===== src/rtl/reg_file_2r1w.sv =====
// 32-entry integer register file: two combinational read ports, one writeback port,
// and a per-register pending-write scoreboard. Optional macro: WRITE_BYPASS_EN.
module reg_file_2r1w #(
  parameter int XLEN = 32,
  parameter int NREG = 32
) (
  input  logic            clk,
  input  logic            rst,
  input  logic [4:0]      rs1_addr,
  input  logic [4:0]      rs2_addr,
  output logic [XLEN-1:0] rs1_data,
  output logic [XLEN-1:0] rs2_data,
  output logic            rs1_busy,
  output logic            rs2_busy,
  input  logic            wr_en,
  input  logic [4:0]      rd_addr,
  input  logic [XLEN-1:0] rd_data,
  input  logic            sb_set,
  input  logic [4:0]      sb_set_addr,
  input  logic            sb_flush
);

  localparam int AW = (NREG > 1) ? $clog2(NREG) : 1;

  logic [XLEN-1:0] regs [NREG];
  logic [NREG-1:0] sb;
  logic [NREG-1:0] sb_next;
  logic            wr_ok;
  logic            set_ok;

  // x0 and out-of-range addresses never hold state.
  function automatic logic addr_ok(input logic [4:0] a);
    return (a != 5'd0) && (int'(a) < NREG);
  endfunction

  assign wr_ok  = wr_en  && addr_ok(rd_addr);
  assign set_ok = sb_set && addr_ok(sb_set_addr);

  // Issue takes priority over writeback on the same entry.
  always_comb begin
    // NOTE: every always_comb output gets a default first so no path can infer a latch.
    sb_next = sb;
    if (sb_flush) begin
      sb_next = '0;
    end else if (wr_ok) begin
      sb_next[rd_addr[AW-1:0]] = 1'b0;
    end
    if (set_ok) begin
      sb_next[sb_set_addr[AW-1:0]] = 1'b1;
    end
  end

  always_ff @(posedge clk) begin
    if (rst) begin
      // NOTE: the storage array is reset explicitly because software relies on
      // architectural registers reading zero after reset; this costs a reset on every flop.
      for (int i = 0; i < NREG; i++) begin
        regs[i] <= '0;
      end
      // NOTE: sequential state is always assigned with <= so all flops update together.
      sb <= '0;
    end else begin
      if (wr_ok) begin
        regs[rd_addr[AW-1:0]] <= rd_data;
      end
      sb <= sb_next;
    end
  end

  logic [4:0] rs_addr [2];
  assign rs_addr[0] = rs1_addr;
  assign rs_addr[1] = rs2_addr;

  for (genvar p = 0; p < 2; p++) begin : g_port
    logic [XLEN-1:0] data;
    logic            busy;

    always_comb begin
      data = '0;
      busy = 1'b0;
      if (addr_ok(rs_addr[p])) begin
        data = regs[rs_addr[p][AW-1:0]];
        busy = sb[rs_addr[p][AW-1:0]];
      end
`ifdef WRITE_BYPASS_EN
      // Forward writeback data in the same cycle; busy stays only if a new producer issues.
      if (wr_ok && (rs_addr[p] == rd_addr)) begin
        data = rd_data;
        busy = set_ok && (sb_set_addr == rd_addr);
      end
`else
      // Reads see storage only; writeback becomes visible after the edge.
`endif
    end
  end

  assign rs1_data = g_port[0].data;
  assign rs1_busy = g_port[0].busy;
  assign rs2_data = g_port[1].data;
  assign rs2_busy = g_port[1].busy;

endmodule


===== config.mk =====
export PLATFORM = sky130hd
export DESIGN_NAME = reg_file_2r1w
export DESIGN_NICKNAME = d
export VERILOG_FILES = /design/src/rtl/reg_file_2r1w.sv
export SDC_FILE = /design/constraint.sdc
export NUM_CORES = 2
export LEC_CHECK = 0
export BUFFER_PORTS_ARGS = -buffer_cell sky130_fd_sc_hd__buf_2
export CORE_ASPECT_RATIO = 1.5
export CORE_UTILIZATION = 40
export CTS_BUF_LIST = sky130_fd_sc_hd__clkbuf_16
export CTS_CLUSTER_DIAMETER = 40
export DETAILED_ROUTE_END_ITERATION = 6
export PLACE_DENSITY = 0.65
export SLEW_MARGIN = 20
export SYNTH_ARGS = -nofsm -noshare
export SYNTH_HDL_FRONTEND = slang
export SYNTH_SLANG_ARGS = --single-unit

===== constraint.sdc =====
create_clock -name clk -period 6.2 [get_ports clk]
set_clock_uncertainty 0.1 [all_clocks]
set_input_delay 0.62 -clock clk [delete_from_list [all_inputs] [get_ports clk]]
set_output_delay 0.62 -clock clk [all_outputs]
set_load 0.01 [all_outputs]

=== After elaboration in Yosys (flattened, before gate mapping) ===
Memories as Yosys holds them, arrays and structs flattened.
Index checks and enable logic that the tools add are counted.

* Bits in registers: 32
* RAM bits: 1024
* Bits of input ports: 57
* Output and inout bits: 66
* Word-level logic and storage cells: 43
* Memories kept: 1

* Magnitude comparators: 6
* Muxes and demuxes: 23
* Bitwise operators: 3
* Reduce and logical (&&, ||, !) cells: 9

{| class="wikitable"
|+ Memory list
! memory !! words !! bits a word !! read ports !! clocked after Yosys merged registers in !! wr ports !! RTL line !! text
|-
| regs || 32 || 32 || 2 || 0 || 32 || 25 || <nowiki>logic [XLEN-1:0] regs [NREG];</nowiki>
|}

{| class="wikitable"
|+ Operator list
! kind !! number
|-
| $mux 32 || 6
|-
| $and 32x32->32 || 1
|-
| $not 32->32 || 1
|-
| $or 32x32->32 || 1
|-
| $reduce_or 32->1 || 1
|-
| $lt 5x6->1 const B || 4
|-
| $reduce_bool 5->1 || 4
|-
| $mux 1 || 12
|-
| $bmux 1 s5 || 2
|-
| $demux 1 s5 || 2
|-
| $ge 5x1->1 const B || 2
|-
| $mux 5 || 1
|-
| $logic_and 1x1->1 || 4
|}

=== Depth between registers and ports, before layout ===
* Word-level depth: 10
* Gate-level depth with buffers: 8
* Depth with buffers taken out: 4

=== Worst setup path before layout ===
OpenSTA, ideal clock, no wires.

* Path type: input to output
* From: input rs2_addr[1]
* To: output rs2_data[10]
* Data arrival time: 1.971 ns
* Required time: 5.480 ns
* Setup slack: 3.509 ns
* Stages: 7
* Cell sequence: buf_6 -> nor2b_1 -> buf_2 -> buf_1 -> a221oi_1 -> o21ai_1 -> a311oi_1

* Longest elaborated chain between the ends: 2

{| class="wikitable"
|+ RTL lines
! item !! RTL line !! text
|-
| from (decl) || 10 || <nowiki>input logic [4:0] rs2_addr,</nowiki>
|-
| $mem_v2 32x32 / $reduce_bool 5->1 (equally long branches) || - ||
|-
| $mux 32 * || 81 || <nowiki>if (addr_ok(rs_addr[p])) begin</nowiki>
|-
| to (decl) || 12 || <nowiki>output logic [XLEN-1:0] rs2_data,</nowiki>
|}

Every way passes the cells marked *; elsewhere a longest branch is shown, timed or not.

=== Worst setup path after layout ===
* From: input rs2_addr[2]
* To: output rs2_data[7]

The elaborated chain is that of the path after synthesis.

==> flow_results.org <==
** STA
- Final Hold Fails :: 0
- The routed design could run at a clock period as short as 4.43 ns.
- Setup repair after global routing left no endpoint under its margin.
- Smallest hold slack :: approximately 0.25 ns
- Setup violations remaining at the end of the flow were counted as 0.
- Peak clock frequency supported by timing :: 226 MHz
- Pins Over Slew Limit :: 0
- Summed over all failing endpoints, the final setup total negative slack is 0 ns.
- Headroom to the max-slew limit came out at about a fifth.
- Slew at the pin with the worst max-slew slack :: between 1 and 1.5 ns
- Part of the cycle the worst path needs :: 71.5%
- The worst path meets setup with 1.77 ns of slack.

** Cells and area
- Cells with a size suffix above 1 make up about 25% of the layout.
- Area growth from synthesis to layout :: 9.86%
- Final nets :: around 3,800
- After routing the design area is roughly 63,000 µm².
- Utilization of the core after routing :: 44.5%
- Number of standard cells in the layout, taps in and fillers out :: between 5,000 and 6,000
- Fillcell total :: around 12,000

** GRT
- In the global route stage, met1 resource usage came out at roughly 33%.
- Fraction of met3 tracks used by global routing :: under 10%
- After global routing the overflow that remains totals 0.
- The via count of the first global-routing pass came to around 37,000.
- Global-route wire length before repair :: 284,000 µm
- For this run, global-route usage on met2 was measured as between 40% and 50%.
- Layer carrying the most global-route usage :: met2
- Total track usage :: between 20% and 30%
- Largest net degree at the start of global routing :: 98
- Number of antenna violations at the first check in global routing :: 28

** Die
- Floorplan die height :: approximately 470 µm
- For this configuration, the core starts out at a cell density of between 40% and 50%.
- In this run the horizontal extent of the chip is 311 µm.
- ~120 I/O pins were placed.
- The core region is 142,000 µm².
- Standard-cell rows :: around 170
- Total Die Area :: about 150,000 µm²

** Routing
- In this run the remaining antenna-violating nets after routing total 0.
- Detailed-router iteration count before antenna repair :: 6
- Vias per std cell :: 6.53
- Summed over all layers, the routed wires come to between 200,000 and 250,000 µm.
- After detailed routing, the average wire length per cell comes to around 36 µm.
- Overall via count from detail_route :: 37,491
- In the routed design, unresolved DRC markers number 0.
- For this block, the initial DRC count from the detailed router was around 5,200.

** Critical path
- STA classifies the critical path endpoint as an output pin.
- The endpoint identified for the worst register-to-register timing path is sb[9].
- Maximum net fanout on the critical path :: 97
- Worst reg-to-reg path cell count :: 1
- Type of the worst setup path :: in -> out
- Startpoint of the worst-slack reg-to-reg timing path :: sb[9]
- Data arrives at the worst endpoint at ~3.7 ns.
- Worst setup slack for register-to-register paths :: 5.42 ns
- STA puts the critical path data required time at 5.48 ns.
- Worst Setup Start Kind :: primary input

** Logic synthesis
- Number of cells produced by synthesis :: 3,796
- Among all flip-flop cells after synthesis, the most frequent one is sky130_fd_sc_hd__edfxtp_1.
- The share of the Yosys chip area taken by registers is a little over half.
- In this run the cell area of the synthesized design comes to 57,400 µm².
- Avg Inst Size Synth :: 15.1 µm²
- The Yosys step of the flow raised 0 warnings.
- Synthesis inferred ~1,100 register bits.
- Count of unique library cells instantiated by Yosys :: 53
- Yosys mapped a number of flops with a built-in enable equal to roughly 1,000.
- After synthesis, the share of flip-flops with an asynchronous set or reset is 0%.

** Worst hold path
- Worst Hold Depth :: 3
- For hold timing, the worst endpoint is sb[1].
- In this run the most critical hold path is launched from sb_set_addr[2].
- Class of the worst hold path :: in -> reg

** Clocking
- The tree built by TritonCTS fans out to between 1,000 and 1,500 sinks.
- H-tree Lvls :: 3
- Once the clock tree was built, the resizer swapped 0 gates to a different size.
- Hold buffer count at CTS :: 0
- Clk pin slew, worst setup/hold paths :: 0.06 ns
- In this run the deepest clock path goes through 3 buffers.
- The root buffer cell chosen for the clock tree is sky130_fd_sc_hd__clkbuf_16.
- Worst-Skew Late Latency :: just over 0.7 ns
- In this run, CTS created clock tree buffers numbering ~110.
- After clock tree synthesis, the setup repair step added 0 buffers.
- TritonCTS clock tree :: yes

** Placed design
- Post-Place Cell Area :: ~59,000 µm²
- HPWL after detailed placement :: ~120,000 µm
- Post-placement cell count :: around 5,500
- Buffers placed on the I/O ports in this run total 122.
- Weighted congestion reported at the end of routability-driven placement :: slightly below 0.9
- Worst-case setup slack after placement :: 1.85 ns

** Power and ir drop
- For this design the static power due to leakage is 21.6 nW.
- For this design the ratio of total power to cell area is 274 nW/µm².
- Peak supply drop :: 0.225 mV
- Tot Pwr :: between 15 and 20 mW

** Run
- Number of maximum-capacitance constraint violations :: 0

** Status
- The run finished with clean final reports.
==> worst max-delay path, stage by stage <==
cell and delay (ns):
sky130_fd_sc_hd__buf_8 0.62, sky130_fd_sc_hd__buf_4 0.67, sky130_fd_sc_hd__mux2i_1 0.16, sky130_fd_sc_hd__a221oi_1 0.37, sky130_fd_sc_hd__o21ai_1 0.19, sky130_fd_sc_hd__a311oi_1 0.62, sky130_fd_sc_hd__buf_2 0.25
==> flip-flops by register name (all words and copies together), names as in the netlist <==
name  cells
sb       32
regs   1024
==> synth_stat cells (44+ instances only) <==
master	count	area [µm²]
sky130_fd_sc_hd__edfxtp_1	1024	30700
sky130_fd_sc_hd__and2_1	997	6240
sky130_fd_sc_hd__mux4_2	366	8240
sky130_fd_sc_hd__clkbuf_1	230	863
sky130_fd_sc_hd__mux2i_1	132	1320
sky130_fd_sc_hd__mux4_1	90	2360
sky130_fd_sc_hd__nand2_1	71	267
sky130_fd_sc_hd__nor2b_1	67	419
sky130_fd_sc_hd__a211oi_1	66	495
sky130_fd_sc_hd__a22oi_1	66	495
sky130_fd_sc_hd__mux2_2	66	743
sky130_fd_sc_hd__a311oi_1	63	552
sky130_fd_sc_hd__o21ai_0	63	315
sky130_fd_sc_hd__buf_2	58	290
sky130_fd_sc_hd__buf_6	54	608
sky130_fd_sc_hd__o21ai_1	49	245
sky130_fd_sc_hd__a221oi_1	45	394
sky130_fd_sc_hd__nor2_1	44	165
==> power breakdown <==
group          internal, mW  switching (mW)  leakage [nW]
combinational         0.819            1.25          9.75
sequential             8.22           0.199          10.0
clock                  3.72            3.08          1.86
==> cell usage in the layout (no fill, tap or decap), types with 71 or more instances in the layout <==
cell type                   Yosys  final
sky130_fd_sc_hd__edfxtp_1    1024   1024
sky130_fd_sc_hd__and2_1       997    995
sky130_fd_sc_hd__mux4_2       366    366
sky130_fd_sc_hd__mux2i_1      132    132
sky130_fd_sc_hd__buf_2         58    115
sky130_fd_sc_hd__clkbuf_16      0    112
sky130_fd_sc_hd__buf_4         31     97
sky130_fd_sc_hd__mux4_1        90     90
sky130_fd_sc_hd__nand2_1       71     71
==> layer usage <==
metal | part of all wire (%) | vias to the layer above
li1 | - | 14660
met1 | 35 | 19488
met2 | 48 | 2619
met3 | 11 | 694
met4 | 6.9 | 30
met5 | 0.092 | -
==> layout make-up <==
type	count	area, µm²	share of cell area [%]
Timing Repair Buffer	231	1660	2.63
Sequential cell	1056	31400	49.7
Antenna cell	7	17.5	0.0278
Tap cell	1881	2350	3.73
Inverter	2	12.5	0.0198
Clock inverter	99	877	1.39
Multi-Input combinational cell	2354	24000	38.0
Clock buffer	112	2800	4.44
==> kinds of logic after synthesis <==
group / after synthesis / share of synthesized area, %
AO/OA/AOI/OAI: 410 / 5.38
AND/OR/NAND/NOR: 1252 / 13.2
multiplexers: 660 / 22.3
other: 1 / 0.00653
buffers and inverters: 417 / 4.43
flip-flops: 1056 / 54.6
==> how the worst max path moves through the flow <==
stage	start	endpoint	slack, ns	depth (start not counted)
3_5_place_dp	rs2_addr[2]	rs2_data[7]	1.85	7
2_1_floorplan	rs2_addr[1]	rs2_data[10]	3.51	7
4_1_cts	rs2_addr[2]	rs2_data[7]	1.86	7
3_3_place_gp	rs2_addr[2]	rs2_data[29]	1.56	7
6_report	rs2_addr[2]	rs2_data[7]	1.77	7
5_1_grt	rs2_addr[2]	rs2_data[18]	1.67	7
Note: power is estimated with default switching activity, not from simulation.
